--- config.mk ---
export PLATFORM = sky130hd
export DESIGN_NAME = game_controller_flat
export DESIGN_NICKNAME = d
export VERILOG_FILES = /design/src/rtl/game_pkg.sv /design/src/rtl/game_controller_if.sv /design/src/rtl/bcd_counter4.sv /design/src/rtl/game_controller.sv /design/src/flat_wrapper.sv
export SDC_FILE = /design/constraint.sdc
export NUM_CORES = 1
export LEC_CHECK = 0
export BUFFER_PORTS_ARGS = -buffer_cell sky130_fd_sc_hd__buf_2
export CAP_MARGIN = 20
export CELL_PAD_IN_SITES_DETAIL_PLACEMENT = 2
export CELL_PAD_IN_SITES_GLOBAL_PLACEMENT = 2
export CORE_MARGIN = 5
export CORE_UTILIZATION = 38
export CTS_CLUSTER_SIZE = 12
export DETAILED_ROUTE_END_ITERATION = 6
export PLACE_DENSITY = 0.91
export SYNTH_ARGS = -nofsm -noshare
export SYNTH_HDL_FRONTEND = slang
export SYNTH_SLANG_ARGS = --single-unit
--- constraint.sdc ---
create_clock -name Clk -period 3.3 [get_ports Clk]
set_clock_uncertainty 0.15 [all_clocks]
set_input_delay 0.66 -clock Clk [delete_from_list [all_inputs] [get_ports Clk]]
set_output_delay 0.66 -clock Clk [all_outputs]
set_load 0.02 [all_outputs]
--- src/rtl/game_pkg.sv ---
// Shared types and constants for the StickmanRun game sequencer.
package game_pkg;

   // Game sequencer states
   typedef enum logic [1:0] {
      IDLE  = 2'd0,
      RUN   = 2'd1,
      OVER  = 2'd2,
      ARMED = 2'd3
   } game_state_t;

   localparam logic [7:0] KEY_SPACE = 8'h2C;
   localparam logic [7:0] KEY_NONE  = 8'h00;

   // Four packed BCD digits, [15:12] is the thousands digit
   typedef logic [15:0] bcd4_t;

   // Single BCD digit increment with wrap from 9 to 0
   function automatic logic [3:0] bcd_digit_inc(input logic [3:0] d);
      return (d == 4'd9) ? 4'd0 : d + 4'd1;
   endfunction

endpackage

--- src/rtl/game_controller_if.sv ---
// Signal bundle between the game sequencer and the rest of StickmanRun.
interface game_controller_if;
   import game_pkg::*;

   logic        frame_clk;
   logic [7:0]  keycode;
   logic        is_stickman;
   logic        is_obstacle;
   logic        playing;
   logic        game_over;
   bcd4_t       score;
   bcd4_t       high_score;
   logic [3:0]  speed;

   // Sequencer side
   modport master (
      input  frame_clk, keycode, is_stickman, is_obstacle,
      output playing, game_over, score, high_score, speed
   );

   // Surrounding design (video, keyboard, display) side
   modport slave (
      output frame_clk, keycode, is_stickman, is_obstacle,
      input  playing, game_over, score, high_score, speed
   );

endinterface

--- src/rtl/bcd_counter4.sv ---
// Four-digit BCD up-counter, saturating at 9999, with a pulse whenever an
// increment rolls the low two digits over to 00.
module bcd_counter4
   import game_pkg::*;
(
   input  logic  Clk,
   input  logic  Reset,
   input  logic  clear,
   input  logic  inc,
   output bcd4_t value,
   output logic  roll100
);

   bcd4_t      value_reg;
   bcd4_t      value_next;
   logic       roll100_reg;
   logic [3:0] is_nine;
   logic       at_max;

   genvar gi;
   generate
      for (gi = 0; gi < 4; gi++) begin : g_digit
         assign is_nine[gi] = (value_reg[4*gi +: 4] == 4'd9);
      end
   endgenerate

   assign at_max = &is_nine;

   // Ripple the decimal carry: a digit steps only when every lower digit is 9
   always_comb begin
      logic carry;
      value_next = value_reg;
      carry      = 1'b1;
      for (int i = 0; i < 4; i++) begin
         if (carry) begin
            value_next[4*i +: 4] = bcd_digit_inc(value_reg[4*i +: 4]);
         end
         carry = carry & is_nine[i];
      end
   end

   // Count register; clear wins over increment, increments stop at 9999
   always_ff @(posedge Clk or posedge Reset) begin
      if (Reset) begin
         value_reg   <= '0;
         roll100_reg <= 1'b0;
      end else if (clear) begin
         value_reg   <= '0;
         roll100_reg <= 1'b0;
      end else if (inc && !at_max) begin
         value_reg   <= value_next;
         roll100_reg <= (value_reg[7:0] == 8'h99);
      end else begin
         roll100_reg <= 1'b0;
      end
   end

   assign value   = value_reg;
   assign roll100 = roll100_reg;

endmodule

--- src/rtl/game_controller.sv ---
// StickmanRun game sequencer: state machine, frame tick, collision latch,
// score/high-score keeping and obstacle speed level.
module game_controller
   import game_pkg::*;
#(
   parameter int unsigned FRAMES_PER_POINT = 6,
   parameter int unsigned HOLD_FRAMES      = 60,
   parameter logic [3:0]  SPEED_INIT       = 4'd2,
   parameter logic [3:0]  SPEED_MAX        = 4'd8,
   parameter logic [7:0]  START_KEY        = KEY_SPACE
)
(
   input  logic              Clk,
   input  logic              Reset,
   game_controller_if.master bus
);

   localparam int FW = $clog2(FRAMES_PER_POINT + 1);
   localparam int HW = $clog2(HOLD_FRAMES + 1);
   localparam logic [FW-1:0] FRAME_LAST = FW'(FRAMES_PER_POINT - 1);
   localparam logic [HW-1:0] HOLD_LAST  = HW'(HOLD_FRAMES - 1);

   localparam logic [1:0] ST_IDLE  = IDLE;
   localparam logic [1:0] ST_RUN   = RUN;
   localparam logic [1:0] ST_OVER  = OVER;
   localparam logic [1:0] ST_ARMED = ARMED;

   logic          frame_clk_delayed_reg;
   logic          tick_reg;
   logic [1:0]    state_reg;
   logic          hit_flag_reg;
   logic [FW-1:0] frame_cnt_reg;
   logic [HW-1:0] hold_cnt_reg;
   logic [3:0]    speed_reg;
   bcd4_t         high_score_reg;

   bcd4_t         score_value;
   logic          score_roll100;
   logic          hit_now;
   logic          hit_any;
   logic          start_req;
   logic          in_run;
   logic          score_inc;

   assign in_run    = (state_reg == ST_RUN);
   assign hit_now   = bus.is_stickman & bus.is_obstacle;
   assign hit_any   = hit_flag_reg | hit_now;
   assign start_req = (bus.keycode == START_KEY) &&
                      ((state_reg == ST_IDLE) || (state_reg == ST_ARMED));
   // A collision on the tick freezes the score even if a point was due
   assign score_inc = in_run && tick_reg && !hit_any && (frame_cnt_reg == FRAME_LAST);

   bcd_counter4 u_score (
      .Clk     (Clk),
      .Reset   (Reset),
      .clear   (start_req),
      .inc     (score_inc),
      .value   (score_value),
      .roll100 (score_roll100)
   );

   // One-Clk tick on each rising edge of the frame clock level
   always_ff @(posedge Clk or posedge Reset) begin
      if (Reset) begin
         frame_clk_delayed_reg <= 1'b0;
         tick_reg              <= 1'b0;
      end else begin
         frame_clk_delayed_reg <= bus.frame_clk;
         tick_reg              <= bus.frame_clk & ~frame_clk_delayed_reg;
      end
   end

   // Game FSM with collision latch, frame divider and game-over hold counter
   always_ff @(posedge Clk or posedge Reset) begin
      if (Reset) begin
         state_reg     <= ST_IDLE;
         hit_flag_reg  <= 1'b0;
         frame_cnt_reg <= '0;
         hold_cnt_reg  <= '0;
      end else begin
         case (state_reg)
            ST_IDLE, ST_ARMED: begin
               hit_flag_reg <= 1'b0;
               if (start_req) begin
                  state_reg     <= ST_RUN;
                  frame_cnt_reg <= '0;
               end
            end
            ST_RUN: begin
               if (tick_reg) begin
                  if (hit_any) begin
                     state_reg    <= ST_OVER;
                     hit_flag_reg <= 1'b0;
                     hold_cnt_reg <= '0;
                  end else if (frame_cnt_reg == FRAME_LAST) begin
                     frame_cnt_reg <= '0;
                  end else begin
                     frame_cnt_reg <= frame_cnt_reg + 1'b1;
                  end
               end else if (hit_now) begin
                  hit_flag_reg <= 1'b1;
               end
            end
            ST_OVER: begin
               hit_flag_reg <= 1'b0;
               if (tick_reg) begin
                  if (hold_cnt_reg == HOLD_LAST) begin
                     // Require the start key to be released before re-arming
                     if (bus.keycode == KEY_NONE) begin
                        state_reg <= ST_ARMED;
                     end
                  end else begin
                     hold_cnt_reg <= hold_cnt_reg + 1'b1;
                  end
               end
            end
            default: begin
               state_reg    <= ST_IDLE;
               hit_flag_reg <= 1'b0;
            end
         endcase
      end
   end

   // Speed level: reload at game start, step on every hundred points
   always_ff @(posedge Clk or posedge Reset) begin
      if (Reset) begin
         speed_reg <= SPEED_INIT;
      end else if (start_req) begin
         speed_reg <= SPEED_INIT;
      end else if (score_roll100 && (speed_reg < SPEED_MAX)) begin
         speed_reg <= speed_reg + 4'd1;
      end
   end

   // Best score, captured on the tick that ends a run
   always_ff @(posedge Clk or posedge Reset) begin
      if (Reset) begin
         high_score_reg <= '0;
      end else if (in_run && tick_reg && hit_any && (score_value > high_score_reg)) begin
         high_score_reg <= score_value;
      end
   end

   assign bus.playing    = in_run;
   assign bus.game_over  = (state_reg == ST_OVER) || (state_reg == ST_ARMED);
   assign bus.score      = score_value;
   assign bus.high_score = high_score_reg;
   assign bus.speed      = speed_reg;

endmodule
--- src/flat_wrapper.sv ---
// flat-port wrapper written by rule: the top's interface ports become plain ports
module game_controller_flat import game_pkg::*;
#(
   parameter int unsigned FRAMES_PER_POINT = 6,
   parameter int unsigned HOLD_FRAMES      = 60,
   parameter logic [3:0]  SPEED_INIT       = 4'd2,
   parameter logic [3:0]  SPEED_MAX        = 4'd8,
   parameter logic [7:0]  START_KEY        = KEY_SPACE
)
  (Clk, Reset, bus_frame_clk, bus_keycode, bus_is_stickman, bus_is_obstacle, bus_playing, bus_game_over, bus_score, bus_high_score, bus_speed);
  game_controller_if bus_i ();
  input  logic Clk;
  input  logic Reset;
  input wire logic [$bits(bus_i.frame_clk)-1:0] bus_frame_clk;
  input wire logic [$bits(bus_i.keycode)-1:0] bus_keycode;
  input wire logic [$bits(bus_i.is_stickman)-1:0] bus_is_stickman;
  input wire logic [$bits(bus_i.is_obstacle)-1:0] bus_is_obstacle;
  output wire logic [$bits(bus_i.playing)-1:0] bus_playing;
  output wire logic [$bits(bus_i.game_over)-1:0] bus_game_over;
  output wire logic [$bits(bus_i.score)-1:0] bus_score;
  output wire logic [$bits(bus_i.high_score)-1:0] bus_high_score;
  output wire logic [$bits(bus_i.speed)-1:0] bus_speed;
  assign bus_i.frame_clk = bus_frame_clk;
  assign bus_i.keycode = bus_keycode;
  assign bus_i.is_stickman = bus_is_stickman;
  assign bus_i.is_obstacle = bus_is_obstacle;
  assign bus_playing = bus_i.playing;
  assign bus_game_over = bus_i.game_over;
  assign bus_score = bus_i.score;
  assign bus_high_score = bus_i.high_score;
  assign bus_speed = bus_i.speed;
  game_controller #(.FRAMES_PER_POINT(FRAMES_PER_POINT), .HOLD_FRAMES(HOLD_FRAMES), .SPEED_INIT(SPEED_INIT), .SPEED_MAX(SPEED_MAX), .START_KEY(START_KEY)) u_core (.Clk(Clk), .Reset(Reset), .bus(bus_i));
endmodule
# ---- Word level (Yosys, flattened, before mapping)
# Index checks and enable logic that the tools add are counted.
dict set report totals {
  register_bits 51
  input_bits 13
  output_inout_bits 38
  word_cells 114
}
dict set report op_classes {
  addsub 7
  n_lt_le_gt_ge 2
  eq_ne 21
  muxes 34
  n_bitwise 6
  reduce_logical 31
}
# operator n
set op_table {}
lappend op_table {{2-to-1 mux 4 bit} 9}
lappend op_table {{2-to-1 mux 16 bit} 2}
lappend op_table {{2-to-1 mux 6 bit} 4}
lappend op_table {{adder 4 x 1 -> 4 bit, second input constant} 5}
lappend op_table {{equality test 4 bit, second input constant} 4}
lappend op_table {{> comparator 16 bit} 1}
lappend op_table {{nonzero test 2 bit} 7}
lappend op_table {{2-to-1 mux 2 bit} 6}
lappend op_table {{2-to-1 mux 3 bit} 4}
lappend op_table {{inequality test 2 x 1 -> 1 bit, second input constant} 6}
lappend op_table {{one-hot mux 6 bit (2 select lines)} 1}
lappend op_table {{equality test 8 x 6 -> 1 bit, second input constant} 1}
lappend op_table {{equality test 8 bit, second input constant} 1}
lappend op_table {{logical AND 1 bit} 8}
lappend op_table {{logical NOT 8 bit} 1}
lappend op_table {{AND reduction 2 bit} 4}
lappend op_table {{AND reduction 4 bit} 2}
lappend op_table {{adder 6 x 1 -> 6 bit, second input constant} 1}
lappend op_table {{equality test 6 bit, second input constant} 1}
lappend op_table {{one-hot mux 2 bit (3 select lines)} 1}
lappend op_table {{one-hot mux 3 bit (2 select lines)} 1}
lappend op_table {{AND reduction 6 bit} 1}
lappend op_table {{2-to-1 mux 1 bit} 5}
lappend op_table {{AND reduction 5 bit} 1}
lappend op_table {{17 further kinds} 24}

# ---- Logic depth before layout (Yosys ltp)
# Gate-level depths: netlist (run 1).
dict set report logic_depth {
  word_depth 8
  ltp_mapped 9
}

# ---- By module
# Synthesis (run 1) repeated with hierarchy kept, for this count alone.
dict set report unflattened {
  hier_cells 307
  hier_area_um2 3131.8
}
# module n_inst cells_each area_each_um2 seq_area_each_um2
set modules_own_cells {}
lappend modules_own_cells {game_controller 1 200 2098.3 852.1}
lappend modules_own_cells {bcd_counter4 1 107 1033.5 425.4}

# ---- Worst setup path after synthesis (run 1)
# No wires, ideal clock.
dict set report synth_path {
  path_type {reg2reg}
  from {register u_core.high_score_reg[14] (netlist: u_core.bus.high_score[14])}
  to {register u_core.high_score_reg[15] (netlist: u_core.bus.high_score[15])}
  arrival_ns 2.078
  t_required_ns 3.018
  path_slack_ns 0.940
  path_stages_with_launch 9
  path_buffers 1
  path_cell_list {dfrtp_1 -> inv_1 -> ha_1 -> nand4_2 -> o21bai_1 -> clkbuf_1 -> nor4_1 -> a32oi_1 -> o31ai_1}
}
dict set report synth_via {
  elab_chain_len 2
}
# element line_no
set synth_lines {}
lappend synth_lines {{from (decl)} game_controller.sv:35} ;# bcd4_t high_score_reg;
lappend synth_lines {{from (signal assigned)} game_controller.sv:141} ;# high_score_reg <= score_value;
lappend synth_lines {{> comparator 16 bit} game_controller.sv:140} ;# end else if (in_run && tick_reg && hit_any && (score_value > high_score_reg)) begin
lappend synth_lines {{logical AND 1 bit} game_controller.sv:140}
# No other way between the ends.
# A chain may end at the register's enable or synchronous reset.

# ---- Worst setup path after layout (run 1)
dict set report layout_path {
  from {register u_core.u_score.value_reg[13] (netlist: u_core.u_score.value[13])}
  to {register u_core.high_score_reg[10] (netlist: u_core.bus.high_score[10])}
}
dict set report layout_via {
  elab_chain_len 2
}
# element line_no
set layout_lines {}
lappend layout_lines {{from (decl)} bcd_counter4.sv:14} ;# bcd4_t value_reg;
lappend layout_lines {{from (signal assigned)} bcd_counter4.sv:51} ;# value_reg <= value_next;
lappend layout_lines {{> comparator 16 bit} game_controller.sv:140}
lappend layout_lines {{logical AND 1 bit} game_controller.sv:140}
# No other way between the ends.

==> metrics.txt, run 1 <==
status finished clean; multiplexer share of the synthesized area 0.9582%; Comb pwr share 30.4%; Worst Setup End Kind flip-flop; Slew @ Worst Pin 0.6933 ns; YS warnings 0; Post-Synth Adder-Cell Area 11.12%; Ports 51; CTS buffer count 5; unrepaired setup endpoints after global routing false; initial DRC count 75; post-synthesis compound-gate area fraction 20.08%; asr flop ratio synth 100.0%; first-pass GRT wire length 16,830 um; Post-Synth XOR/XNOR Area 1.073%; worst-skew pair later-pin latency 0.31 ns; Area Overhead vs Synth 15.33%; reg-to-reg setup timing slack 0.71 ns; PwrDens 469.1 nW/um^2; internal power 1.144 mW; setup TNS 0 ns; drt first pass iters 4; overall routed net length 9974 um; power share of the sequential group 39.9%; post-route ant nets 0; Max clock buf depth 2; CTS tree done; gpl congestion 0.8213; mean routed wirelength per cell 19.48 um; total number of vias 2,938; largest family of logic cells by synthesized area simple AND/OR/NAND/NOR gates; GRT overflow 0; Avg Cell Area, Syn 9.144 um^2; switching power of the nets 0.6220 mW; Yosys top cell area share 38.33%; clock sinks 51; period utilization 78.52%; Post-Synth Simple-Gate Area 20.20%; critical path class reg2reg; clock share of power 29.7%; Die Wd 102.7 um; static leakage 1.699 nW; top cells by area, synth dfrtp_1 (38%), ha_1 (11%), inv_1 (4.9%); DR vias/cell 5.738; Initial Util 39.33%; Seq/Total Area, Yosys 39.13%; Worst slew margin 53.78%; synthesized cell area 3264 um^2; maximum clock frequency 385.9 MHz; hold_buf cts 0; initial antenna violation count 0; Slew Viols, Final 0; IO Port Bufs 50; largest net degree at the start of global routing 43; MaxCap Viol Count 0; Core Area 8299 um^2; Fin Hold WS 0.1043 ns; number of global-route vias before repair 3,302; Final min period 2.591 ns; clk root buf clkbuf_8; H-Tree Level Count 2; num rows 33; Worst EP required 3.32 ns; Fin. Hold Viols 0; Post-synth EDFFs 0; post-cts gate resize count 0; Filler cells 931; Finish-stage setup viols 0; synth unique cells 51; VDD IR-drop max 0.3200 mV; worst hold path class in2async; DRC viols 0; crit path DAT 2.62 ns; top_reg_cell synth dfrtp_1; syn_nets 399; Worst Setup Start Kind flip-flop; setup bufs post-CTS 0; switching share of power 35.22%; ANT cells 0; share of layout cells above drive strength 1 19.90%; cell taking the most area after synthesis dfrtp_1; number of synthesized register bits 51; GRT Total Usage 20.11%; Die ar. 10,540 um^2; Die Y 102.7 um; Nets 448; Clock transition at path regs 0.10 ns; Cells after Synth 357; HPWL Detailed 7424 um; most frequent cells in the layout buf_2 (50), dfrtp_1 (50), inv_1 (42); Max Fanout on Critical Path 17
==> worst max-delay path, stage by stage (launching register included) <==
cell,delay [ns]
dfrtp_1,0.47
ha_1,0.35
a21oi_1,0.17
o21ai_1,0.09
buf_4,0.21
nor3_1,0.20
and3_1,0.63
o31ai_1,0.17
==> routing by layer <==
layer | GRT usage (%) | vias up | part of all wire [%]
met4 | 4.036 | 0 | 0.71
met2 | 36.74 | 45 | 52
met5 | 0 | - | 0
li1 | - | 1402 | -
met3 | 3.180 | 5 | 3.1
met1 | 25.01 | 1486 | 44
==> worst paths after layout <==
kind | start | end | depth (start not counted)
worst min-delay path | Reset | u_core.hold_cnt_reg[3]$_DFFE_PP0P_ | 2
max in group asynchronous | Reset | u_core.bus.speed[1]$_DFFE_PP1P_ | 3
worst max-delay path | u_core.u_score.value[13]$_DFFE_PP0P_ | u_core.bus.high_score[10]$_DFFE_PP0P_ | 7
worst min register to register | u_core.frame_clk_delayed_reg$_DFF_PP0_ | u_core.tick_reg$_DFF_PP0_ | 1
worst max register to register | u_core.u_score.value[13]$_DFFE_PP0P_ | u_core.bus.high_score[10]$_DFFE_PP0P_ | 7
min in group Clk | u_core.frame_clk_delayed_reg$_DFF_PP0_ | u_core.tick_reg$_DFF_PP0_ | 1
==> cells in the mapped netlist (all sizes together) (2+ instances only) <==
library cell  count
dfrtp            50
inv              43
ha               29
o21ai            26
a21oi            21
nor4             21
nand2            20
o31ai            18
nor2             17
a32oi            16
clkbuf           13
nor3              9
nand3             8
nor2b             7
or3               7
or4               5
a21o              4
buf               4
nand2b            4
and3              3
nand4             3
xnor2             3
a211o             2
a22o              2
a31oi             2
and3b             2
mux2i             2
or2               2
==> stage by stage <==
step / std cells / power [mW] / area [um^2] / util [%] / worst slack, ns
2_1_floorplan: 357 / 1.108 / 3264 / - / 0.9400
3_3_place_gp: 504 / 1.223 / 3632 / 43.77 / 0.8367
3_5_place_dp: 504 / 1.257 / 3632 / 43.77 / 0.7096
4_1_cts: 512 / 1.783 / 3765 / 45.36 / 0.6864
5_1_grt: 512 / 1.866 / 3765 / 45.36 / 0.5381
6_report: 512 / 1.766 / 3765 / 45.36 / 0.7090
==> cell type report <==
type	instances	area (um^2)	area share [%]
multi-input combinational	246	1744	46.33
sequential	51	1277	33.93
timing repair buffer	59	317.8	8.441
inverter	43	161.4	4.287
tap	105	131.4	3.490
clock buffer	6	72.57	1.928
clock inverter	2	60.06	1.595
==> power by group through the flow <==
stage / combinational, mW / sequential, mW / clock [mW]
2_1_floorplan: 0.382 / 0.726 / 0
3_3_place_gp: 0.509 / 0.713 / 0
3_5_place_dp: 0.540 / 0.718 / 0
4_1_cts: 0.541 / 0.705 / 0.537
5_1_grt: 0.594 / 0.710 / 0.562
6_report: 0.537 / 0.704 / 0.524
==> cell families (layout without fill, tap and decap cells) <==
family                   after synthesis  in the layout
buffers and inverters                 60            110
XOR/XNOR                               4              4
multiplexers                           3              3
flip-flops                            51             51
adder cells (fa/ha/maj)               29             29
AND/OR/NAND/NOR                      114            114
AO/OA/AOI/OAI                         96             96
No activity file was read; power rests on OpenSTA's default activity.
==> inputs of run 2 (changes only) <==
Settings changed: ABC_AREA set to 1, CORE_UTILIZATION 38 to 30, PLACE_DENSITY 0.91 to 0.81.
Clock period 3.3 ns to 2.1 ns, I/O delays scaled along.
==> run 2 against run 1 <==
- first-iteration DRC count fell by 16%
- worst hold slack got worse by 0.030 ns
- core utilization fell by 7.7 points
- non-clock buffer count rose by 14
- critical path type is now reg2out
==> metrics.txt, run 2 <==
unrepaired setup endpoints after global routing false; syn_nets 439 (+10%); mean routed wirelength per cell 15.52 um (-20%); Die ar. 12,780 um^2 (+21%); Post-synth EDFFs 0 (unchanged); Fin. Hold Viols 0 (unchanged); Avg Cell Area, Syn 8.027 um^2 (-12%); Nets 513 (+15%); Initial Util 30.87% (-8.5 points); total number of vias 2,911 (-0.92%); static leakage 2.195 nW (+29%); DR vias/cell 4.788 (-17%); first-pass GRT wire length 16,100 um (-4.3%); Yosys top cell area share 39.26% (+0.93 points); GRT overflow 0 (unchanged); Die Y 113.1 um (+10%); PwrDens 880.6 nW/um^2 (+88%); overall routed net length 9434 um (-5.4%); CTS buffer count 5 (unchanged); synthesized cell area 3187 um^2 (-2.4%); top_reg_cell synth dfrtp_1; VDD IR-drop max 0.4117 mV (+29%); Core Area 10,320 um^2 (+24%); number of synthesized register bits 51 (unchanged); top cells by area, synth dfrtp_1 (39%), nand2_1 (12%), ha_1 (11%); H-Tree Level Count 2 (unchanged); Finish-stage setup viols 0 (unchanged); crit-path cells buf_6, ha_1, or2_4, buf_6; Area Overhead vs Synth 21.99%; most frequent cells in the layout nand2_1 (101), inv_1 (54), buf_2 (49); Worst path slowest cell dfrtp_2; DRC viols 0 (unchanged); worst-skew pair later-pin latency 0.31 ns (about the same); status finished clean; period utilization 94.81%; clock sinks 51 (unchanged); Slew @ Worst Pin 0.2900 ns (-0.4033 ns); Slew Viols, Final 0 (unchanged); synth unique cells 33 (-35%); Cells after Synth 397 (+11%); reg-to-reg setup timing slack 0.13 ns (-0.58 ns); Seq/Total Area, Yosys 40.09% (+0.95 points); Worst Setup End Kind primary output; Worst EP required 1.53 ns (-1.79 ns); post-layout instance area 3887 um^2 (+3.3%); Max clock buf depth 2 (unchanged); Final min period 1.991 ns; asr flop ratio synth 100.0% (unchanged); MaxCap Viol Count 0 (unchanged); clk root buf clkbuf_8; Ports 51 (unchanged); Clock transition at path regs 0.10 ns (about the same); crit path DAT 1.42 ns (-1.20 ns); Max Fanout on Critical Path 4 (-13); Core Util, Final 37.66% (-7.7 points); CTS tree done; initial antenna violation count 0 (unchanged); most used cell, CP buf_6; drt first pass iters 4 (unchanged); Die Wd 113.1 um (+10%); gpl congestion 0.8222 (+0.11%); largest net degree at the start of global routing 52 (+21%); initial DRC count 63 (-16%); most common cell after layout, fill and taps aside nand2_1; cell taking the most area after synthesis dfrtp_1; largest stage delay on the critical path 0.45 ns (-0.18 ns); GRT Total Usage 15.26% (-4.9 points); YS warnings 0 (unchanged); worst hold path class in2reg; HPWL Detailed 7408 um (-0.22%); maximum clock frequency 502.2 MHz; number of global-route vias before repair 3,293 (-0.27%); share of layout cells above drive strength 1 23.94% (+4.0 points); Post-DP Area 3714 um^2 (+2.2%); Post-synth top cells nand2_1 (101), inv_1 (56), dfrtp_1 (50); post-route ant nets 0 (unchanged); num rows 37 (+12%); Worst Setup Start Kind flip-flop; most common cell in the netlist nand2_1; IO Port Bufs 50 (unchanged); Worst slew margin 80.62% (+27 points); ANT cells 0 (unchanged); critical path class reg2out
run 2: changes by cell type after synthesis, moves of 7 or more:
| cell | delta |
|---|---|
| nor4_1 | -18 |
| clkbuf_1 | -13 |
| xor2_1 | +12 |
| nand3_1 | +40 |
| or3_1 | -7 |
| o31ai_1 | -17 |
| nor2b_1 | -7 |
| nand2_1 | +81 |
| inv_1 | +13 |
| a32oi_1 | -16 |
| a21oi_1 | -13 |
run 2: kinds of logic after synthesis:
| family | synth area share [%] |
|---|---|
| xor gates and xnor gates | 3.848 |
| adders and majority gates | 11.39 |
| DFF | 40.09 |
| and+or+nand+nor | 30.90 |
| buffers and inverters | 8.362 |
| AOI/OAI and AO/OA | 5.418 |
run 2: worst paths after layout:
path                                                         from  depth (start not counted)                                     end
max in group asynchronous                                   Reset                          4         u_core.bus.speed[1]$_DFFE_PP1P_
max                               u_core.state_reg[0]$_DFFE_PP0P_                          4                           bus_game_over
min reg2reg                u_core.frame_clk_delayed_reg$_DFF_PP0_                          1               u_core.tick_reg$_DFF_PP0_
min in group asynchronous                                   Reset                          4  u_core.frame_clk_delayed_reg$_DFF_PP0_
min                                                 bus_frame_clk                          1  u_core.frame_clk_delayed_reg$_DFF_PP0_
max reg2reg                       u_core.state_reg[1]$_DFFE_PP0P_                          9     u_core.u_score.value[4]$_DFFE_PP0P_
run 2: area by class of cell:
type	instances	area, um^2
clock inverters	3	18.77
inverters	60	225.2
repair buffers	73	455.4
clock buffers	5	68.82
fillers	1208	6436
flip-flops and latches	51	1284
well taps	136	170.2
multi-input cells	280	1665
run 2: repair_timing:
| action | 4_1_cts | 5_1_grt |
|---|---|---|
| hold buffers | 1 | 0 |
| buffers inserted | 1 | 3 |
| gates resized for setup | 3 | 13 |
| hold endpoints to repair | 1 | 0 |
| pin swaps | 0 | 1 |
| endpoints found under the setup margin | 2 | 21 |
run 2: power breakdown:
group | internal, mW | switching (mW) | leakage [nW] | total, mW
Sequential | 1.13 | 0.165 | 0.669 | 1.29
Clock | 0.236 | 0.367 | 0.0483 | 0.603
Combinational | 0.568 | 0.958 | 1.48 | 1.53
run 2: stage by stage:
| step | cells | worst slack [ns] | hold WS, ns | power [mW] | setup TNS [ns] |
|---|---|---|---|---|---|
| final | 608 | 0.1089 | 0.07456 | 3.423 | 0 |
| after global placement | 595 | 0.1562 | 0.2315 | 2.620 | 0 |
| after global routing | 608 | 0.01089 | 0.06483 | 3.703 | 0 |
| after CTS | 605 | -0.004190 | 0.06407 | 3.431 | -0.004190 |
| after floorplan | 397 | 0.1278 | 0.2263 | 2.212 | 0 |
| after detailed placement | 595 | 0.01956 | 0.2434 | 2.756 | 0 |
run 2: worst max-delay path: cells and delay by family, from the launching register on:
family	cells	cell delay, ns
adder cells (fa/ha/maj)	1	0.18
AND/OR/NAND/NOR	1	0.23
flip-flops	1	0.45
buffers and inverters	2	0.25
run 2: per-layer routing:
layer | track usage (%) | part of all wire, % | vias up
li1 | - | - | 1417
met1 | 17.81 | 43 | 1442
met2 | 28.99 | 53 | 44
met3 | 2.888 | 3.7 | 8
met4 | 2.885 | 0.77 | 0
met5 | 0 | 0 | -
==> inputs of run 3 (changes only) <==
Settings changed: CORE_ASPECT_RATIO set to 2.
==> run 3 against run 2 <==
- final cell count increased by 1.2%
- worst hold slack improved by 0.019 ns
- critical path depth unchanged
- sequential share of layout area decreased by 0.78 points
- first-iteration DRC count increased by 21%
- clock power increased by 43%
- worst setup slack got worse by 0.063 ns
- power increased by 8.7%
- fmax decreased by 3.1%
==> metrics.txt, run 3 (synthesis results as in run 2) <==
status finished clean; DRC viols 0 (unchanged); most frequent cells in the layout nand2_1 (101), inv_1 (55), buf_2 (49); total power 3.720 mW (+8.7%); Final min period 2.054 ns (+0.06319 ns); Die Y 155.8 um (+38%); Fin. Hold Viols 0 (unchanged); Max Fanout on Critical Path 4 (unchanged); clock sinks 51 (unchanged); ANT cells 0 (unchanged); Core Util, Final 37.89% (+0.24 points); drt first pass iters 4 (unchanged); reg2reg path depth 9 (unchanged); largest net degree at the start of global routing 20 (-62%); Worst Setup End Kind primary output; Fin Hold WS 0.09397 ns (+0.01941 ns); largest stage delay on the critical path 0.42 ns (-0.03 ns); setup TNS 0 ns (unchanged); critical path depth 4 (unchanged); GRT overflow 0 (unchanged); static leakage 2.239 nW (+2.0%); gpl congestion 0.7957 (-3.2%); Buf/Inv on CP 2 (unchanged); number of global-route vias before repair 3,588 (+9.0%); Slew @ Worst Pin 0.4018 ns (+0.1118 ns); first-pass GRT wire length 17,210 um (+6.9%); Hold Startpoint bus_frame_clk; CTS tree done; Worst slew margin 73.17% (-7.4 points); Initial Util 30.42% (-0.45 points); sequential cell area 1280 um^2 (-0.29%); HPWL Detailed 8132 um (+9.8%); Worst Setup Start Kind flip-flop; GRT Total Usage 16.38% (+1.1 points); critical path class reg2out; Die ar. 12,910 um^2 (+0.98%); IO Port Bufs 50 (unchanged); R2R Path Start u_core.u_score.value[1]$_DFFE_PP0P_; unrepaired setup endpoints after global routing false; Area Overhead vs Synth 24.58%; Hold Path Cell Cnt 1 (unchanged); post-route ant nets 0 (unchanged); CTS buffer count 5 (unchanged); Largest delay share family, worst path flip-flops; PwrDens 937.1 nW/um^2 (+6.4%); Worst path slowest cell dfrtp_1; initial antenna violation count 0 (unchanged); crit path DAT 1.48 ns (+0.06 ns); share of layout cells above drive strength 1 24.06% (+0.12 points); overall routed net length 10,200 um (+8.1%); Filler cells 1,292 (+7.0%); Worst Hold End u_core.frame_clk_delayed_reg$_DFF_PP0_; reg-to-reg setup timing slack 0.09 ns (-0.04 ns); mean routed wirelength per cell 16.58 um (+6.9%); r2r endpoint u_core.u_score.value[0]$_DFFE_PP0P_; worst hold path class in2reg; H-Tree Level Count 2 (unchanged); VDD IR-drop max 0.5213 mV (+27%); period utilization 97.82% (+3.0 points); Die Wd 82.88 um (-27%); worst-skew pair later-pin latency 0.30 ns (about the same); Finish-stage setup viols 0 (unchanged); Max clock buf depth 2 (unchanged); crit-path cells buf_4, ha_1, or2_2, buf_6; clk root buf clkbuf_16; Core Area 10,480 um^2 (+1.5%); Worst EP required 1.53 ns (about the same); Nets 519 (+1.2%); num rows 53 (+43%); Ports 51 (unchanged); Slew Viols, Final 0 (unchanged); multi-input logic area 1655 um^2 (-0.60%); maximum clock frequency 486.8 MHz (-3.1%); total number of vias 2,971 (+2.1%); Clock transition at path regs 0.07 ns (-0.03 ns); initial DRC count 76 (+21%); MaxCap Viol Count 0 (unchanged); DR vias/cell 4.831 (+0.90%); most common cell after layout, fill and taps aside nand2_1
## run 3: changes by cell type in the layout (fill, tap and decap cells not counted), moves of 2 or more
| cell | delta |
|---|---|
| clkbuf_8 | -5 |
| clkinvlp_4 | +2 |
| buf_4 | +9 |
| clkbuf_16 | +5 |
| buf_6 | -3 |
| dfrtp_2 | -3 |
| clkinv_2 | -2 |
| dfrtp_1 | +3 |
## run 3: layer usage
metal,vias to the layer above,track usage (%),part of all wire [%]
met5,-,0,0
met4,0,6.235,2.5
met3,17,2.801,2.8
met2,47,34.57,61
met1,1480,14.89,33
li1,1427,-,-
## run 3: layout make-up
class | instances | area share (%)
multi-input combinational | 280 | 41.70
clock inverter | 3 | 0.5988
clock buffer | 5 | 3.152
tap | 137 | 4.318
timing repair buffer | 79 | 12.32
sequential | 51 | 32.24
inverter | 60 | 5.673
## run 3: per-stage QoR
step	std cells	setup WS [ns]	instance area (um^2)
6_report	615	0.04572	3970
4_1_cts	613	0.0005719	3934
3_5_place_dp	604	0.09647	3775
5_1_grt	615	0.001132	3970
2_1_floorplan	397	0.1278	3187
3_3_place_gp	604	0.1891	3775
## run 3: report_power, final
part	internal (mW)	switching [mW]	total, mW
registers	1.13	0.157	1.28
clock network	0.447	0.413	0.861
logic	0.593	0.983	1.58
## run 3: worst max-delay path by stage
| stage | slack [ns] | endpoint | start |
|---|---|---|---|
| 3_3_place_gp | 0.19 | u_core.bus.high_score[2]$_DFFE_PP0P_ | u_core.u_score.value[5]$_DFFE_PP0P_ |
| 2_1_floorplan | 0.13 | u_core.bus.high_score[7]$_DFFE_PP0P_ | u_core.u_score.value[7]$_DFFE_PP0P_ |
| 5_1_grt | 0.001 | bus_game_over | u_core.state_reg[0]$_DFFE_PP0P_ |
| 3_5_place_dp | 0.1 | u_core.u_score.value[14]$_DFFE_PP0P_ | u_core.u_score.value[1]$_DFFE_PP0P_ |
| 6_report | 0.05 | bus_game_over | u_core.state_reg[0]$_DFFE_PP0P_ |
| 4_1_cts | 0.0006 | bus_game_over | u_core.state_reg[0]$_DFFE_PP0P_ |
## run 3: timing repair
action / CTS / global route
setup buffers: 0 / 2
gates resized for setup: 0 / 7
setup endpoints to repair: 0 / 25
hold endpoints to repair: 12 / 0
hold buffers: 1 / 0
## run 3: worst register-to-register path: cells and delay by family, from the launching register on
family          cells  cell delay [ns]
fa+ha+maj           1             0.18
compound gates      1             0.10
buf+inv             1             0.10
simple gates        6             0.90
flops               1             0.46
